$ cat src/rtl/rle_decode.sv
`timescale 1ns/1ps
// rle_decode
//   Run-length decoder. Accepts (run, level) symbols and end-of-block markers
//   and expands them into 8x8 coefficient blocks. Each completed block row
//   (8 coefficients, column 0 in the most significant byte) is presented on a
//   single-entry output register with a valid/ready handshake.
//
// Ports
//   clk        rising-edge clock
//   reset      asynchronous, active-low reset
//   sym_valid  symbol present on sym_run/sym_level/sym_eob
//   sym_ready  decoder accepts the symbol on this edge
//   sym_run    number of zeros preceding the level
//   sym_level  coefficient value written after the zeros
//   sym_eob    end-of-block marker (run/level ignored)
//   row_valid  row_data holds a complete row
//   row_ready  downstream accepts the row
//   row_data   column k at bits [CW*(8-k)-1 -: CW]
//   row_idx    row number 0..7 within the block
//   blk_done   high together with row_valid for row 7
//   err        sticky overflow flag (run/level ran past coefficient 63)
module rle_decode #(
  parameter int CW = 8,
  parameter int RW = 6
) (
  input  logic            clk,
  input  logic            reset,
  input  logic            sym_valid,
  output logic            sym_ready,
  input  logic [RW-1:0]   sym_run,
  input  logic [CW-1:0]   sym_level,
  input  logic            sym_eob,
  output logic            row_valid,
  input  logic            row_ready,
  output logic [8*CW-1:0] row_data,
  output logic [2:0]      row_idx,
  output logic            blk_done,
  output logic            err
);

  typedef enum logic [1:0] {
    IDLE   = 2'd0,
    EXPAND = 2'd1,
    FLUSH  = 2'd2
  } state_t;

  state_t          state_q,     state_d;
  logic [5:0]      pos_q,       pos_d;
  logic [RW-1:0]   run_cnt_q,   run_cnt_d;
  logic [CW-1:0]   level_q,     level_d;
  logic [8*CW-1:0] row_buf_q,   row_buf_d;
  logic            row_valid_q, row_valid_d;
  logic [8*CW-1:0] row_data_q,  row_data_d;
  logic [2:0]      row_idx_q,   row_idx_d;
  logic            blk_done_q,  blk_done_d;
  logic            err_q,       err_d;

  // Combinational helpers
  logic            col7;
  logic            stall;
  logic            wr_en;
  logic [CW-1:0]   wr_data;
  logic            rdy;
  logic            take;
  logic [5:0]      pos_inc;
  logic [8*CW-1:0] row_new;

  always_comb begin
    state_d     = state_q;
    pos_d       = pos_q;
    run_cnt_d   = run_cnt_q;
    level_d     = level_q;
    row_buf_d   = row_buf_q;
    row_valid_d = row_valid_q;
    row_data_d  = row_data_q;
    row_idx_d   = row_idx_q;
    blk_done_d  = blk_done_q;
    err_d       = err_q;

    wr_en   = 1'b0;
    wr_data = '0;
    rdy     = 1'b0;
    pos_inc = pos_q + 6'd1;

    // A column-7 write needs the output register; if it still holds an
    // unaccepted row, the whole decoder freezes for this cycle.
    col7  = (pos_q[2:0] == 3'd7);
    stall = col7 & row_valid_q & ~row_ready;

    unique case (state_q)
      IDLE: begin
        rdy = 1'b1;
      end
      EXPAND: begin
        if (!stall) begin
          wr_en = 1'b1;
          if (run_cnt_q == '0) begin
            wr_data = level_q;
            // Level cycle: the next symbol may be taken on the same edge.
            rdy     = 1'b1;
          end
        end
      end
      FLUSH: begin
        if (!stall) begin
          wr_en = 1'b1;
        end
      end
      default: ;
    endcase

    // Held low while reset is asserted.
    take = sym_valid & rdy & reset;

    // ---------------- symbol / expansion control ----------------
    if (wr_en) begin
      pos_d = pos_inc;
    end

    unique case (state_q)
      IDLE: begin
        if (take) begin
          if (!sym_eob) begin
            run_cnt_d = sym_run;
            level_d   = sym_level;
            state_d   = EXPAND;
          end else if (pos_q != 6'd0) begin
            state_d = FLUSH;
          end
          // EOB at pos 0: block already closed, marker is dropped.
        end
      end
      EXPAND: begin
        if (wr_en) begin
          if (run_cnt_q != '0) begin
            run_cnt_d = run_cnt_q - RW'(1);
            if (pos_q == 6'd63) begin
              // Block closes with zeros and a level still owed: drop them.
              err_d     = 1'b1;
              run_cnt_d = '0;
              state_d   = IDLE;
            end
          end else if (take) begin
            if (!sym_eob) begin
              run_cnt_d = sym_run;
              level_d   = sym_level;
              state_d   = EXPAND;
            end else begin
              state_d = (pos_inc != 6'd0) ? FLUSH : IDLE;
            end
          end else begin
            state_d = IDLE;
          end
        end
      end
      FLUSH: begin
        if (wr_en && pos_q == 6'd63) begin
          state_d = IDLE;
        end
      end
      default: begin
        state_d = IDLE;
      end
    endcase

    // ---------------- row assembly / output register ----------------
    row_new = row_buf_q;
    for (int k = 0; k < 8; k++) begin
      if (pos_q[2:0] == 3'(k)) begin
        row_new[CW*(8-k)-1 -: CW] = wr_data;
      end
    end

    if (wr_en && col7) begin
      row_data_d  = row_new;
      row_valid_d = 1'b1;
      row_idx_d   = pos_q[5:3];
      blk_done_d  = (pos_q[5:3] == 3'd7);
      row_buf_d   = '0;
    end else begin
      if (row_ready) begin
        row_valid_d = 1'b0;
        blk_done_d  = 1'b0;
      end
      if (wr_en) begin
        row_buf_d = row_new;
      end
    end
  end

  always_ff @(posedge clk or negedge reset) begin
    if (!reset) begin
      state_q     <= IDLE;
      pos_q       <= '0;
      run_cnt_q   <= '0;
      level_q     <= '0;
      row_buf_q   <= '0;
      row_valid_q <= 1'b0;
      row_data_q  <= '0;
      row_idx_q   <= '0;
      blk_done_q  <= 1'b0;
      err_q       <= 1'b0;
    end else begin
      state_q     <= state_d;
      pos_q       <= pos_d;
      run_cnt_q   <= run_cnt_d;
      level_q     <= level_d;
      row_buf_q   <= row_buf_d;
      row_valid_q <= row_valid_d;
      row_data_q  <= row_data_d;
      row_idx_q   <= row_idx_d;
      blk_done_q  <= blk_done_d;
      err_q       <= err_d;
    end
  end

  assign sym_ready = rdy & reset;
  assign row_valid = row_valid_q;
  assign row_data  = row_data_q;
  assign row_idx   = row_idx_q;
  assign blk_done  = blk_done_q;
  assign err       = err_q;

endmodule

$ cat config.mk
export PLATFORM = sky130hd
export DESIGN_NAME = rle_decode
export DESIGN_NICKNAME = d
export VERILOG_FILES = /design/src/rtl/rle_decode.sv
export SDC_FILE = /design/constraint.sdc
export NUM_CORES = 1
export LEC_CHECK = 0
export ABC_AREA = 1
export ABC_CLOCK_PERIOD_IN_PS = 1800
export CAP_MARGIN = 20
export CELL_PAD_IN_SITES_DETAIL_PLACEMENT = 2
export CELL_PAD_IN_SITES_GLOBAL_PLACEMENT = 2
export CORE_UTILIZATION = 30
export DETAILED_ROUTE_END_ITERATION = 8
export PLACE_DENSITY_LB_ADDON = 0.08
export SETUP_SLACK_MARGIN = 0.5
export SYNTH_ARGS = -nofsm -noshare
export SYNTH_HDL_FRONTEND = slang
export SYNTH_SLANG_ARGS = --single-unit
$ cat constraint.sdc
create_clock -name clk -period 1.8 [get_ports clk]
set_input_delay 0.36 -clock clk [delete_from_list [all_inputs] [get_ports clk]]
set_output_delay 0.36 -clock clk [all_outputs]
set_load 0.01 [all_outputs]
### Word-level counts from Yosys, hierarchy flattened

Cells that the tools add are included.

* register bits: 156
* output and inout bits: 71
* logic and storage cells: 94

* add/sub/neg operators: 2
* eq/ne operators: 17
* multiplexer cells: 43
* bitwise logic cells: 6
* reduce and logical (&&, ||, !) cells: 16

Operators with widths (count)
* two-way mux 64 bit: 2
* two-way mux 8 bit: 15
* two-way mux 6 bit: 5
* two-way mux 2 bit: 10
* nonzero test 6 bit: 3
* one-hot mux 8 bit (2 select lines): 1
* == test 3 bit, second input constant: 5
* one-hot mux 6 bit (2 select lines): 1
* != test 2 bit, second input constant: 4
* two-way mux 1 bit: 7
* adder 6 x 1 -> 6 bit, second input constant: 1
* == test 3 x 2 -> 1 bit, second input constant: 2
* == test 6 bit, second input constant: 1
* zero test 6 bit: 1
* != test 3 bit, second input constant: 2
* one-hot mux 2 bit (3 select lines): 1
* nonzero test 2 bit: 3
* subtractor 6 x 1 -> 6 bit, second input constant: 1
* bitwise AND 1 bit: 5
* AND reduction 5 bit: 1
* AND reduction 4 bit: 1
* == test 3 x 1 -> 1 bit, second input constant: 1
* zero test 3 bit: 1
* AND reduction 3 bit: 1
* other kinds (8): 9

### Longest topological paths before layout

Gate-level depths: netlist of run 1.

* word-level depth: 11
* mapped depth: 12
* mapped depth without buffers: 12

### Least setup slack after synthesis of run 1

OpenSTA, ideal clock, no wires.

* kind: reg2reg
* from: register pos_q[0]
* to: register row_buf_q[63]
* library setup time: 125 ps
* arrival: 1815 ps
* setup slack: -139 ps
* stages on the path, launching flop included: 11
* clock period less this slack: 1939 ps
* cell sequence: dfrtp_1 -> ha_1 -> ha_1 -> nand2_1 -> nor2_4 -> nor2_4 -> nand2_2 -> nand2_1 -> buf_2 -> buf_6 -> o21ai_1

* cells in the longest elaborated chain, start to end: 8
* elaborated cells between the ends (all ways): 13

RTL lines
* from (decl): line 48 `logic [5:0] pos_q, pos_d;`
* from (signal assigned): line 205 `pos_q <= pos_d;`
* == test 3 bit: line 87 `col7 = (pos_q[2:0] == 3'd7);`
* bitwise AND 1 bit (2 in series): line 88 `stall = col7 & row_valid_q & ~row_ready;`
* two-way mux 8 bit: line 95 `if (!stall) begin`
* two-way mux 8 bit: line 90 `unique case (state_q)`
* two-way mux 8 bit: line 169 `if (pos_q[2:0] == 3'(k)) begin`
* two-way mux 64 bit: line 185 `if (wr_en) begin`
* two-way mux 64 bit: line 174 `if (wr_en && col7) begin`
* to (signal assigned): line 208 `row_buf_q <= row_buf_d;`
* to (decl): line 51 `logic [8*CW-1:0] row_buf_q, row_buf_d;`

Several ways; a longest one is shown, not always the timed one. The select of a mux whose other input is x is not followed.
A chain may end at the register's enable or synchronous reset.

### Final worst setup path of run 1

* from: register pos_q[1]
* to: register row_data_q[25] (netlist: row_data[25])

* cells in the longest elaborated chain, start to end: 6
* elaborated cells between the ends (all ways): 10

RTL lines
* == test 3 bit: line 87
* bitwise AND 1 bit (2 in series): line 88
* two-way mux 8 bit / two-way mux 1 bit (equally long branches): line 95, 105
* two-way mux 8 bit / two-way mux 1 bit (equally long branches)
* two-way mux 8 bit / logical AND 1 bit (equally long branches): line 169, 174
* to (signal assigned): line 210 `row_data_q <= row_data_d;`
* to (decl): line 53 `logic [8*CW-1:0] row_data_q, row_data_d;`

Several ways; a longest one is shown, not always the timed one.

==> reports/metrics.json, run 1 <==
{
  "run_status": {
    "run_status": "finished with violations",
    "failed_checks": "negative setup slack"
  },
  "setup_path": {
    "cp_num_buf_inv": 6,
    "critPathTopFamily": "buffers and inverters",
    "worst_setup_path_start_kind": "flop",
    "r2r_start": "pos_q[1]",
    "worst-r2r-setup-slack_ns": -0.41,
    "worstRegToRegCells": 13,
    "cp.arrival_ns": 2.56,
    "worst_path_most_repeated_cell": "sky130_fd_sc_hd__buf_12",
    "slowest_stage": "sky130_fd_sc_hd__dfrtp_1",
    "setup.worst_path.end_class": "flop",
    "path_max_fanout": 8,
    "cp_depth": 13,
    "critical_path.reg2reg.endpoint": "row_data[25]",
    "timing_worst_setup_path_type": "flop to flop",
    "worst-endpoint-required_ns": 2.15,
    "cp_slowest_stage_delay_ns": 0.41,
    "crit_path_cell_trace": "ha_4 > ha_4 > nand2_4 > nor2_4 > buf_6 > buf_6 > nor2_4 > buf_12 > nand2_8 > buf_12 > buf_12 > buf_16 > o21ai_2"
  },
  "global_route": {
    "wire_length_of_the_first_global_routing_pass_um": 44500,
    "grt_max_degree": 84,
    "grt_antenna_before_repair": 0,
    "groute.usage.overall_pct": 27.0,
    "grt_pass1_vias": 7443,
    "global_route.overflow_total": 0
  },
  "die": {
    "fp.coreArea_um2": 21200,
    "floorplan.initialDensity_pct": 31.0,
    "std_cell_rows": 53,
    "io_pins": 90,
    "die-height_um": 150,
    "die-width_um": 150,
    "floorplan.die_area_um2": 22500
  },
  "sta": {
    "fmax_ghz": 0.452,
    "hold_viol_final": 0,
    "report.final.setup_viol": 149,
    "rsz0062_at_grt": "true",
    "timing.clock.skew_ns": 0.0228,
    "final.setup.tns_ns": -37.00,
    "timing.final.ws_setup_ns": -0.411,
    "post-route-min-period_ns": 2.21,
    "finalMaxSlewViolations": 0,
    "timing.slew.headroom_pct": 56.4,
    "final_worst_path_period_share_pct": 123,
    "worstMarginPinSlew_ns": 0.648
  },
  "logic_synthesis": {
    "syn_area_per_cell_um2": 8.89,
    "synth_area_um2": 6570,
    "yosys_warning_total": 0,
    "synth_top_area_cell": "sky130_fd_sc_hd__dfrtp_1",
    "postSynth.asyncResetShare_pct": 100,
    "synth_seq_cells": 148,
    "synth_top_flop_cell": "sky130_fd_sc_hd__dfrtp_1",
    "synth_edf_count": 0,
    "synth_nets": 770,
    "synth.top_cells.by_area": "sky130_fd_sc_hd__dfrtp_1 (56%), sky130_fd_sc_hd__nand2_1 (13%), sky130_fd_sc_hd__o21ai_1 (7.4%)",
    "postSynthCellCount": 739,
    "synth_seq_area_share_pct": 56.4,
    "yosys_cell_types": 31,
    "synthDominantCellAreaShare_pct": 56.4
  },
  "placed_design": {
    "globalplace.congestion": 0.791,
    "dp_worst_setup_slack_ns": -0.441,
    "dpl_cell_area_um2": 8320,
    "buffer_ports.inserted": 89,
    "place_inst": 1130,
    "hpwl_um": 14400
  },
  "detailed_routing": {
    "route.detailed.vias_per_inst": 5.39,
    "detail_route.drc_violations": 0,
    "drtPass1Iterations": 4,
    "routed-via-count": 6932,
    "finalWirelength_um": 36800,
    "antenna_violating_nets_post_route": 0,
    "routed_wire_length_per_instance_um": 28.7,
    "drtIter0Drc": 295
  },
  "power_and_ir_drop": {
    "power_switching_uw": 11100,
    "share_clk_of_total_power_pct": 16.8,
    "combPwrFrac_pct": 59.3,
    "proportion_of_power_drawn_by_flip_flops_and_latches_pct": 23.9,
    "p_total_uw": 24900,
    "vdd_drop_max_v": 0.00109,
    "p_leak_uw": 0.00553,
    "netSwitchingFraction_pct": 44.4,
    "p_int_uw": 13900,
    "power_density_nw_per_um2": 2130
  },
  "clocking": {
    "worst_skew_pair.late_latency_ns": 0.44,
    "cts-root-buf": "sky130_fd_sc_hd__clkbuf_16",
    "cts_inserted_buffers": 17,
    "cts_tree": "built",
    "clock_path_buffers": 2,
    "clk_transition_reported_paths_ns": 0.07,
    "cts.sinks": 148,
    "h-tree-depth": 4
  },
  "worst_hold_path": {
    "hold_class": "input pin to asynchronous set/reset pin"
  },
  "finish": {
    "final_nets": 1028,
    "flow.area_growth_from_synthesis_pct": 78.6,
    "fill_cells": 2060,
    "antenna-diode-count": 0,
    "share_of_post_route_cells_with_drive_strength_above_1_pct": 54.5,
    "stdcell_area_um2": 11700,
    "final_cells": 1285
  },
  "run": {
    "cap_viol_max_count": 0
  }
}
[timing repair]
item / 4_1_cts / 5_1_grt
gates resized for setup: 558 / 156
pin swaps: 44 / 27
endpoints found under the hold margin: 2 / 0
endpoints found under the setup margin: 219 / 219
buffers inserted: 53 / 41
hold buffers: 1 / 0
cloned: 23 / 5
[worst min-delay path: stages]
cell and delay [ns]:
sky130_fd_sc_hd__buf_6 0.12, sky130_fd_sc_hd__buf_4 0.20, sky130_fd_sc_hd__buf_12 0.32
[metrics by stage]
stage	hold slack, ns	utilization [%]
4_1_cts	0.168	50.0
6_report	0.158	55.3
2_1_floorplan	0.0644	-
3_5_place_dp	0.344	39.2
5_1_grt	0.207	55.3
3_3_place_gp	0.345	39.2
[cells in the final DEF (no fill, tap or decap), drive strengths merged, types with 3 or more instances in the layout]
cell           synthesis  routed
a21oi                 11      11
buf                   15     253
bufinv                 0       5
clkbuf                22      25
clkdlybuf4s50          0      17
clkinv                 0       3
clkinvlp               0       3
dfrtp                148     148
ha                    12      12
inv                   37      38
nand2                241     241
nand3                 22      22
nand4                  7       7
nor2                  23      23
nor3                   3       3
o21ai                185     185
xor2                   8       8
[cells by family after synthesis]
family / count (synthesis) / share of synthesized area, %
simple gates: 296 / 19.5
compound gates: 201 / 15.8
flops: 148 / 56.4
buf+inv: 74 / 4.91
fa+ha+maj: 12 / 2.29
xor+xnor: 8 / 1.07
[per-layer routing]
layer	GRT usage (%)	wire length, um
met1	32.3	14300
met2	48.8	19600
met3	3.54	1330
met4	10.7	1560
met5	0	0
[worst max-delay path by stage]
stage | slack, ns | start | end
5_1_grt | -0.46 | pos_q[1] | row_buf_q[60]
4_1_cts | -0.33 | pos_q[0] | sym_ready
2_1_floorplan | -0.04 | pos_q[0] | level_q[0]
6_report | -0.41 | pos_q[1] | row_data[25]
3_3_place_gp | -0.41 | row_ready | sym_ready
3_5_place_dp | -0.44 | row_ready | row_buf_q[8]
[cell usage after synthesis, types with 2 or more instances]
library cell and number:
sky130_fd_sc_hd__a21oi_1 9, sky130_fd_sc_hd__o21ai_0 88, sky130_fd_sc_hd__o211ai_1 2, sky130_fd_sc_hd__o21ai_1 97
sky130_fd_sc_hd__xor2_1 8, sky130_fd_sc_hd__nand2_2 10, sky130_fd_sc_hd__a21oi_4 2, sky130_fd_sc_hd__nor2_1 17
sky130_fd_sc_hd__nand2_1 228, sky130_fd_sc_hd__nor2_4 4, sky130_fd_sc_hd__ha_1 12, sky130_fd_sc_hd__clkbuf_1 22
sky130_fd_sc_hd__buf_2 10, sky130_fd_sc_hd__nand3_1 22, sky130_fd_sc_hd__inv_2 4, sky130_fd_sc_hd__nand4_1 5
sky130_fd_sc_hd__inv_1 32, sky130_fd_sc_hd__dfrtp_1 148, sky130_fd_sc_hd__buf_6 4, sky130_fd_sc_hd__nor3_1 2
sky130_fd_sc_hd__nand2_4 3
[flip-flops by register name, indices dropped and copies added (netlist names)]
name and flops:
level_q 8, run_cnt_q 6, row_data 64, err 1
row_idx 3, pos_q 6, blk_done 1, row_valid 1
row_buf_q 56, state_q 2
[power by group through the flow]
stage | registers, uW | logic [uW] | clock network, uW
2_1_floorplan | 5650 | 4220 | 0
3_3_place_gp | 5450 | 7500 | 0
3_5_place_dp | 5550 | 7890 | 0
4_1_cts | 5640 | 11700 | 4080
5_1_grt | 6040 | 15500 | 4320
6_report | 5960 | 14800 | 4190
[final cells by class]
cell class | count | area (um^2) | area share [%]
Timing Repair Buffer | 276 | 3000 | 25.6
Sequential cell | 148 | 3700 | 31.6
Clock inverter | 12 | 200 | 1.71
Clock buffer | 20 | 447 | 3.81
Inverter | 37 | 180 | 1.54
Multi-Input combinational cell | 517 | 3850 | 32.8
Tap cell | 275 | 344 | 2.93
Power figures use the tool's default switching activity.
==> run 2, diff against run 1 <==
HOLD_SLACK_MARGIN = 0.12   (was not set)
PLACE_DENSITY = 0.75   (was not set)
PLACE_DENSITY_LB_ADDON = not set   (was 0.08)
==> run 2 against run 1 <==
Net effect:
- the flow still finishes with violations (negative setup slack)
- non-clock buffer count shrank 9
- sequential cell count is the same
- combinational power is essentially flat
- utilization shrank 0.64 points
- cell area shrank 1.2%
- first-iteration DRC count shrank 3.4%
- maximum frequency shrank 2.9%
- setup slack lost 0.067 ns
- clock power is essentially flat
- final cell count shrank 0.54%
- critical path depth shrank 2
- critical path type unchanged
- critical endpoint is now state_q[1]
==> reports/metrics.json, run 2 (synthesis gave the netlist of run 1 again) <==
{
  "power_and_ir_drop": {
    "power_density": {"value": 2170, "unit": "nW/um^2", "change": "was 2130 nW/um^2"},
    "share_clk_of_total_power": {"value": 16.8, "unit": "%", "change": "about the same"},
    "proportion_of_power_drawn_by_flip_flops_and_latches": {"value": 24.1, "unit": "%", "change": "was 23.9%"},
    "p_leak": {"value": 0.00534, "unit": "uW", "change": "was 0.00553 uW"},
    "netSwitchingFraction": {"value": 45.5, "unit": "%", "change": "was 44.4%"},
    "p_total": {"value": 25100, "unit": "uW", "change": "was 24,900 uW"},
    "combPwrFrac": {"value": 59.2, "unit": "%", "change": "was 59.3%"},
    "power_switching": {"value": 11400, "unit": "uW", "change": "was 11,100 uW"},
    "vdd_drop_max": {"value": 0.000929, "unit": "V", "change": "was 0.00109 V"},
    "p_int": {"value": 13700, "unit": "uW", "change": "was 13,900 uW"}
  },
  "sta": {
    "worstMarginPinSlew": {"value": 0.882, "unit": "ns", "change": "was 0.648 ns"},
    "timing.slew.headroom": {"value": 41.2, "unit": "%", "change": "was 56.4%"},
    "finalMaxSlewViolations": {"value": 0, "change": "unchanged"},
    "fmax": {"value": 0.439, "unit": "GHz", "change": "was 0.452 GHz"},
    "rsz0062_at_grt": {"value": "true", "change": "unchanged"},
    "report.final.setup_viol": {"value": 149, "change": "unchanged"},
    "timing.clock.skew": {"value": 0.0128, "unit": "ns", "change": "was 0.0228 ns"},
    "hold_viol_final": {"value": 0, "change": "unchanged"},
    "post-route-min-period": {"value": 2.28, "unit": "ns", "change": "was 2.21 ns"},
    "final_worst_path_period_share": {"value": 127, "unit": "%", "change": "was 123%"},
    "timing.final.ws_setup": {"value": -0.478, "unit": "ns", "change": "was -0.411 ns"}
  },
  "clocking": {
    "clock_path_buffers": {"value": 2, "change": "unchanged"},
    "cts_inserted_buffers": {"value": 17, "change": "unchanged"},
    "cts-root-buf": {"value": "sky130_fd_sc_hd__clkbuf_16", "change": "unchanged"},
    "clk_transition_reported_paths": {"value": 0.07, "unit": "ns", "change": "about the same"},
    "h-tree-depth": {"value": 4, "change": "unchanged"},
    "worst_skew_pair.late_latency": {"value": 0.45, "unit": "ns", "change": "was 0.44 ns"},
    "cts_tree": {"value": "built", "change": "unchanged"},
    "cts.sinks": {"value": 148, "change": "unchanged"}
  },
  "detailed_routing": {
    "drtIter0Drc": {"value": 285, "change": "was 295"},
    "route.detailed.vias_per_inst": {"value": 5.46, "change": "was 5.39"},
    "routed_wire_length_per_instance": {"value": 29.5, "unit": "um", "change": "was 28.7 um"},
    "finalWirelength": {"value": 37700, "unit": "um", "change": "was 36,800 um"},
    "drtPass1Iterations": {"value": 5, "change": "was 4"},
    "antenna_violating_nets_post_route": {"value": 0, "change": "unchanged"},
    "routed-via-count": {"value": 6982, "change": "was 6,932"},
    "detail_route.drc_violations": {"value": 0, "change": "unchanged"}
  },
  "setup_path": {
    "endpoint": {"value": "state_q[1]", "change": "was row_data[25]"},
    "cp_slowest_stage_delay": {"value": 0.44, "unit": "ns", "change": "was 0.41 ns"},
    "slowest_stage": {"value": "sky130_fd_sc_hd__dfrtp_2", "change": "was sky130_fd_sc_hd__dfrtp_1"},
    "cp_num_buf_inv": {"value": 3, "change": "was 6"},
    "worst_setup_path_start_kind": {"value": "flop", "change": "unchanged"},
    "setup.worst_path.end_class": {"value": "flop", "change": "unchanged"},
    "crit_path_cell_trace": {"value": "ha_4 > buf_4 > buf_4 > buf_4 > nand3_2 > xor2_1 > nand3_1 > nor2_1 > nand2_1 > nand3_1 > a21boi_2", "change": "was ha_4 > ha_4 > nand2_4 > nor2_4 > buf_6 > buf_6 > nor2_4 > buf_12 > nand2_8 > buf_12 > buf_12 > buf_16 > o21ai_2"},
    "cp_depth": {"value": 11, "change": "was 13"},
    "worst-endpoint-required": {"value": 2.13, "unit": "ns", "change": "was 2.15 ns"},
    "worst_path_most_repeated_cell": {"value": "sky130_fd_sc_hd__buf_4", "change": "was sky130_fd_sc_hd__buf_12"},
    "critical_path.reg2reg.endpoint": {"value": "state_q[1]", "change": "was row_data[25]"},
    "worstRegToRegCells": {"value": 11, "change": "was 13"},
    "critPathTopFamily": {"value": "simple AND/OR/NAND/NOR gates", "change": "was buffers and inverters"},
    "crit_path_start": {"value": "pos_q[0]", "change": "was pos_q[1]"},
    "r2r_start": {"value": "pos_q[0]", "change": "was pos_q[1]"},
    "timing_worst_setup_path_type": {"value": "flop to flop", "change": "unchanged"},
    "path_max_fanout": {"value": 2, "change": "was 8"},
    "cp.arrival": {"value": 2.61, "unit": "ns", "change": "was 2.56 ns"},
    "worst-r2r-setup-slack": {"value": -0.48, "unit": "ns", "change": "was -0.41 ns"}
  },
  "finish": {
    "flow.area_growth_from_synthesis": {"value": 76.5, "unit": "%", "change": "was 78.6%"},
    "utilization_of_the_core_after_routing": {"value": 54.6, "unit": "%", "change": "was 55.3%"},
    "share_of_post_route_cells_with_drive_strength_above_1": {"value": 59.1, "unit": "%", "change": "was 54.5%"},
    "multi_input_comb_area": {"value": 3970, "unit": "um^2", "change": "was 3850 um^2"},
    "largest_register_ffs": {"value": 64, "change": "unchanged"},
    "fill_cells": {"value": 2078, "change": "was 2,060"},
    "final_cells": {"value": 1278, "change": "was 1,285"},
    "antenna-diode-count": {"value": 0, "change": "unchanged"},
    "layout.cells.most_common": {"value": "sky130_fd_sc_hd__dfrtp_1", "change": "unchanged"},
    "final-seq-area": {"value": 3710, "unit": "um^2", "change": "was 3700 um^2"},
    "layout.cells.most_common_list": {"value": "sky130_fd_sc_hd__dfrtp_1 (146), sky130_fd_sc_hd__o21ai_2 (130), sky130_fd_sc_hd__buf_4 (114)", "change": "was sky130_fd_sc_hd__dfrtp_1 (147), sky130_fd_sc_hd__nand2_1 (142), sky130_fd_sc_hd__o21ai_2 (121)"},
    "final_nets": {"value": 1021, "change": "was 1,028"}
  },
  "die": {
    "io_pins": {"value": 90, "change": "unchanged"},
    "floorplan.initialDensity": {"value": 31.0, "unit": "%", "change": "unchanged"},
    "floorplan.die_area": {"value": 22500, "unit": "um^2", "change": "unchanged"},
    "die-height": {"value": 150, "unit": "um", "change": "unchanged"},
    "fp.coreArea": {"value": 21200, "unit": "um^2", "change": "unchanged"},
    "std_cell_rows": {"value": 53, "change": "unchanged"},
    "die-width": {"value": 150, "unit": "um", "change": "unchanged"}
  },
  "global_route": {
    "grt_pass1_vias": {"value": 7308, "change": "was 7,443"},
    "grt_antenna_before_repair": {"value": 0, "change": "unchanged"},
    "global_route.overflow_total": {"value": 0, "change": "unchanged"},
    "grt_max_degree": {"value": 143, "change": "was 84"},
    "groute.usage.overall": {"value": 26.3, "unit": "%", "change": "was 27.0%"},
    "wire_length_of_the_first_global_routing_pass": {"value": 43700, "unit": "um", "change": "was 44,500 um"}
  },
  "placed_design": {
    "globalplace.congestion": {"value": 0.755, "change": "was 0.791"},
    "hpwl": {"value": 14800, "unit": "um", "change": "was 14,400 um"},
    "buffer_ports.inserted": {"value": 89, "change": "unchanged"},
    "place_inst": {"value": 1129, "change": "was 1,130"}
  },
  "run_status": {
    "failed_checks": {"value": "negative setup slack", "change": "unchanged"},
    "run_status": {"value": "finished with violations", "change": "unchanged"}
  },
  "worst_hold_path": {
    "hold_class": {"value": "input pin to asynchronous set/reset pin", "change": "unchanged"}
  },
  "run": {
    "cap_viol_max_count": {"value": 0, "change": "unchanged"}
  }
}
## run 2: through the flow
step / hold WS, ns / setup WS (ns) / area, um^2 / TNS, ns
after floorplan: 0.0644 / -0.0446 / 6690 / -0.357
after global placement: 0.320 / -0.387 / 8280 / -35.69
after detailed placement: 0.324 / -0.418 / 8280 / -43.65
after CTS: 0.304 / -0.317 / 10100 / -29.89
after global routing: 0.353 / -0.474 / 11600 / -52.55
final: 0.236 / -0.478 / 11600 / -46.19
## run 2: timing repair
item                                    in CTS  in global routing
resized for setup                          200                425
hold buffers                                 1                  0
pin swaps                                   28                 58
hold endpoints to repair                     6                  0
endpoints found under the setup margin     219                219
cloned                                      16                 13
buffers inserted                            17                 70
## run 2: worst register-to-register path, delay by kind of cell, from the launching register on
family	cells	cell delay (ns)
buffers and inverters	3	0.41
XOR/XNOR	1	0.34
adder cells (fa/ha/maj)	1	0.19
flip-flops	1	0.44
AO/OA/AOI/OAI	1	0.08
AND/OR/NAND/NOR	5	0.71
## run 2: layer usage
layer  part of all wire, %  vias to the layer above  global-route usage [%]
met5                     0                        -                       0
met4                   3.4                        0                    12.6
met3                   3.0                       78                    4.12
met2                    54                      204                    47.1
met1                    40                     3747                    30.6
li1                      -                     2953                       -
## run 2: area by class of cell
class	instances	area share (%)
flip-flops and latches	148	32.0
inverters	37	1.45
clock buffers	20	3.85
multi-input cells	519	34.2
repair buffers	267	23.8
clock inverters	12	1.75
well taps	275	2.97
## run 2: power groups by stage
stage | Combinational (uW) | Sequential, uW | Clock, uW
detailed placement | 7950 | 5550 | 0
floorplan | 4220 | 5650 | 0
finish | 14900 | 6050 | 4210
global placement | 7390 | 5440 | 0
CTS | 10500 | 5670 | 4020
global route | 15500 | 6120 | 4340
## run 2: how the worst min path moves through the flow
stage	start	to	slack (ns)	cells after the start
2_1_floorplan	reset	blk_done	0.06	0
3_3_place_gp	reset	run_cnt_q[1]	0.32	2
3_5_place_dp	reset	run_cnt_q[1]	0.32	2
4_1_cts	reset	level_q[4]	0.30	3
5_1_grt	reset	row_buf_q[26]	0.35	3
6_report	reset	state_q[1]	0.24	3
==> run 3, diff against run 2 <==
CORE_MARGIN = 4   (was not set)
==> run 3 against run 2 <==
Net effect:
- the flow still finishes with violations (negative setup slack)
- power is 7.4% higher
- maximum frequency rose by 0.11%
- combinational power grew 11%
- clock-buffer cell count up 2
- non-clock buffer count grew 34
- clock power rose by 3%
- final cell count grew 2.4%
- utilization increased by 2.3 points
==> reports/metrics.json, run 3 (synthesis gave the netlist of run 1 again) <==
{
  "setup_path": {
    "worst_path_most_repeated_cell": {"value": "sky130_fd_sc_hd__buf_4", "change": "unchanged"},
    "path_max_fanout": {"value": 16, "change": "was 2"},
    "worst-endpoint-required": {"value": 2.12, "unit": "ns", "change": "was 2.13 ns"},
    "timing_worst_setup_path_type": {"value": "flop to flop", "change": "unchanged"},
    "critPathTopFamily": {"value": "buffers and inverters", "change": "was simple AND/OR/NAND/NOR gates"},
    "slowest_stage": {"value": "sky130_fd_sc_hd__dfrtp_1", "change": "was sky130_fd_sc_hd__dfrtp_2"},
    "setup.worst_path.end_class": {"value": "flop", "change": "unchanged"},
    "cp_slowest_stage_delay": {"value": 0.42, "unit": "ns", "change": "was 0.44 ns"},
    "crit_path_cell_trace": {"value": "buf_4 > buf_4 > inv_1 > ha_1 > inv_1 > nor2_1 > buf_4 > nand2_1 > o21ai_1 > o21ai_2", "change": "was ha_4 > buf_4 > buf_4 > buf_4 > nand3_2 > xor2_1 > nand3_1 > nor2_1 > nand2_1 > nand3_1 > a21boi_2"},
    "cp_num_buf_inv": {"value": 5, "change": "was 3"},
    "cp.arrival": {"value": 2.59, "unit": "ns", "change": "was 2.61 ns"},
    "worst_setup_path_start_kind": {"value": "flop", "change": "unchanged"}
  },
  "power_and_ir_drop": {
    "vdd_drop_max": {"value": 0.00124, "unit": "V", "change": "was 0.000929 V"},
    "p_leak": {"value": 0.00567, "unit": "uW", "change": "was 0.00534 uW"},
    "power_density": {"value": 2230, "unit": "nW/um^2", "change": "was 2170 nW/um^2"}
  },
  "run_status": {
    "failed_checks": {"value": "negative setup slack", "change": "unchanged"},
    "run_status": {"value": "finished with violations", "change": "unchanged"}
  },
  "sta": {
    "rsz0062_at_grt": {"value": "true", "change": "unchanged"},
    "timing.slew.headroom": {"value": 36.1, "unit": "%", "change": "was 41.2%"},
    "hold_viol_final": {"value": 0, "change": "unchanged"},
    "worstMarginPinSlew": {"value": 0.959, "unit": "ns", "change": "was 0.882 ns"},
    "final.setup.tns": {"value": -47.62, "unit": "ns", "change": "was -46.19 ns"},
    "timing.clock.skew": {"value": 0.0181, "unit": "ns", "change": "was 0.0128 ns"},
    "report.final.setup_viol": {"value": 149, "change": "unchanged"},
    "fmax": {"value": 0.439, "unit": "GHz", "change": "about the same"},
    "post-route-min-period": {"value": 2.28, "unit": "ns", "change": "about the same"},
    "timing.final.ws_setup": {"value": -0.475, "unit": "ns", "change": "was -0.478 ns"},
    "final_worst_path_period_share": {"value": 126, "unit": "%", "change": "was 127%"},
    "finalMaxSlewViolations": {"value": 0, "change": "unchanged"}
  },
  "finish": {
    "final_nets": {"value": 1053, "change": "was 1,021"},
    "layout.cells.most_common": {"value": "sky130_fd_sc_hd__dfrtp_1", "change": "unchanged"},
    "share_of_post_route_cells_with_drive_strength_above_1": {"value": 60.4, "unit": "%", "change": "was 59.1%"},
    "antenna-diode-count": {"value": 0, "change": "unchanged"},
    "stdcell_area": {"value": 12100, "unit": "um^2", "change": "was 11,600 um^2"},
    "layout.cells.most_common_list": {"value": "sky130_fd_sc_hd__dfrtp_1 (147), sky130_fd_sc_hd__buf_4 (141), sky130_fd_sc_hd__o21ai_2 (118)", "change": "was sky130_fd_sc_hd__dfrtp_1 (146), sky130_fd_sc_hd__o21ai_2 (130), sky130_fd_sc_hd__buf_4 (114)"},
    "utilization_of_the_core_after_routing": {"value": 56.9, "unit": "%", "change": "was 54.6%"},
    "largest_register_ffs": {"value": 64, "change": "unchanged"},
    "final_cells": {"value": 1309, "change": "was 1,278"},
    "flow.area_growth_from_synthesis": {"value": 84.4, "unit": "%", "change": "was 76.5%"}
  },
  "die": {
    "fp.coreArea": {"value": 21300, "unit": "um^2", "change": "was 21,200 um^2"},
    "floorplan.die_area": {"value": 24300, "unit": "um^2", "change": "was 22,500 um^2"},
    "std_cell_rows": {"value": 53, "change": "unchanged"},
    "die-height": {"value": 156, "unit": "um", "change": "was 150 um"},
    "io_pins": {"value": 90, "change": "unchanged"},
    "die-width": {"value": 156, "unit": "um", "change": "was 150 um"},
    "floorplan.initialDensity": {"value": 30.9, "unit": "%", "change": "was 31.0%"}
  },
  "detailed_routing": {
    "detail_route.drc_violations": {"value": 0, "change": "unchanged"},
    "drtIter0Drc": {"value": 560, "change": "was 285"},
    "routed-via-count": {"value": 7293, "change": "was 6,982"},
    "route.detailed.vias_per_inst": {"value": 5.57, "change": "was 5.46"},
    "antenna_violating_nets_post_route": {"value": 0, "change": "unchanged"},
    "finalWirelength": {"value": 40700, "unit": "um", "change": "was 37,700 um"},
    "drtPass1Iterations": {"value": 5, "change": "unchanged"},
    "routed_wire_length_per_instance": {"value": 31.1, "unit": "um", "change": "was 29.5 um"}
  },
  "clocking": {
    "cts.sinks": {"value": 148, "change": "unchanged"},
    "clock_path_buffers": {"value": 2, "change": "unchanged"},
    "worst_skew_pair.late_latency": {"value": 0.46, "unit": "ns", "change": "was 0.45 ns"},
    "cts_inserted_buffers": {"value": 17, "change": "unchanged"},
    "clk_transition_reported_paths": {"value": 0.07, "unit": "ns", "change": "about the same"},
    "h-tree-depth": {"value": 4, "change": "unchanged"},
    "cts-root-buf": {"value": "sky130_fd_sc_hd__clkbuf_16", "change": "unchanged"},
    "cts_tree": {"value": "built", "change": "unchanged"}
  },
  "placed_design": {
    "buffer_ports.inserted": {"value": 89, "change": "unchanged"},
    "place_inst": {"value": 1133, "change": "was 1,129"},
    "globalplace.congestion": {"value": 0.811, "change": "was 0.755"},
    "dpl_cell_area": {"value": 8340, "unit": "um^2", "change": "was 8280 um^2"},
    "hpwl": {"value": 14900, "unit": "um", "change": "was 14,800 um"}
  },
  "global_route": {
    "grt_pass1_vias": {"value": 7745, "change": "was 7,308"},
    "wire_length_of_the_first_global_routing_pass": {"value": 48500, "unit": "um", "change": "was 43,700 um"},
    "grt_antenna_before_repair": {"value": 1, "change": "was 0"},
    "groute.usage.overall": {"value": 26.5, "unit": "%", "change": "was 26.3%"},
    "global_route.overflow_total": {"value": 0, "change": "unchanged"},
    "grt_max_degree": {"value": 143, "change": "unchanged"}
  },
  "worst_hold_path": {
    "hold_class": {"value": "input pin to asynchronous set/reset pin", "change": "unchanged"}
  },
  "run": {
    "cap_viol_max_count": {"value": 0, "change": "unchanged"}
  }
}
## run 3: cell count changes in the layout (fill, tap and decap cells not counted), moves of 10 or more
| cell | change |
|---|---|
| sky130_fd_sc_hd__o21ai_2 | -12 |
| sky130_fd_sc_hd__clkbuf_2 | -53 |
| sky130_fd_sc_hd__nand2_4 | +24 |
| sky130_fd_sc_hd__buf_4 | +27 |
| sky130_fd_sc_hd__buf_2 | +41 |
| sky130_fd_sc_hd__buf_6 | +18 |
| sky130_fd_sc_hd__o21ai_4 | +10 |
| sky130_fd_sc_hd__nand2_2 | -22 |
## run 3: cell type report
class / count / area [um^2]
fill: 2010 / 9170
multi-input combinational: 517 / 4140
sequential: 148 / 3700
timing repair buffer: 301 / 3090
clock buffer: 22 / 464
tap: 275 / 344
clock inverter: 9 / 199
inverter: 37 / 171
## run 3: through the flow
| stage | hold WS, ns | worst slack, ns | power (uW) |
|---|---|---|---|
| floorplan | 0.0644 | -0.0446 | 9860 |
| global placement | 0.321 | -0.389 | 12900 |
| detailed placement | 0.323 | -0.437 | 13600 |
| CTS | 0.294 | -0.322 | 22100 |
| global route | 0.261 | -0.533 | 27900 |
| finish | 0.135 | -0.475 | 27000 |
## run 3: what timing repair did
action                                  in CTS  in global routing
pin swaps                                   34                 30
endpoints found under the setup margin     219                219
setup buffers                               72                 49
hold buffers                                 1                  0
cloned                                      16                  7
resized for setup                          574                220
hold endpoints to repair                     6                  0
## run 3: final timing paths
check                        startpoint           end  slack (ns)  cells after the start
setup reg to reg               pos_q[1]  row_data[51]       -0.48                     10
hold reg to reg              row_idx[2]    row_idx[2]        0.51                      2
setup / recovery               pos_q[1]  row_data[51]       -0.48                     10
min in group clk           sym_level[7]    level_q[7]        0.50                      3
max in group asynchronous         reset  row_data[15]        0.86                      3
hold / removal                    reset    level_q[7]        0.13                      3
## run 3: power by group
part	switching [uW]	internal, uW	leakage, uW
Sequential	1370	4690	0.00191
Combinational	9200	7380	0.00343
Clock	1660	2670	0.000325
Total	12200	14700	0.00567
## run 3: routing by layer
| layer | vias up | share of wire (%) | global-route usage, % |
|---|---|---|---|
| met5 | - | 0.032 | 0 |
| met4 | 2 | 4.7 | 11.3 |
| met3 | 129 | 4.6 | 4.19 |
| met2 | 299 | 53 | 48.7 |
| met1 | 3845 | 38 | 30.4 |
| li1 | 3018 | - | - |
## run 3: worst reg2reg max path, cell delays in order (launching register included)
cell and delay, ns:
sky130_fd_sc_hd__dfrtp_1 0.42, sky130_fd_sc_hd__buf_4 0.15, sky130_fd_sc_hd__buf_4 0.15, sky130_fd_sc_hd__inv_1 0.15, sky130_fd_sc_hd__ha_1 0.22, sky130_fd_sc_hd__inv_1 0.05
sky130_fd_sc_hd__nor2_1 0.16, sky130_fd_sc_hd__buf_4 0.29, sky130_fd_sc_hd__nand2_1 0.09, sky130_fd_sc_hd__o21ai_1 0.29, sky130_fd_sc_hd__o21ai_2 0.16
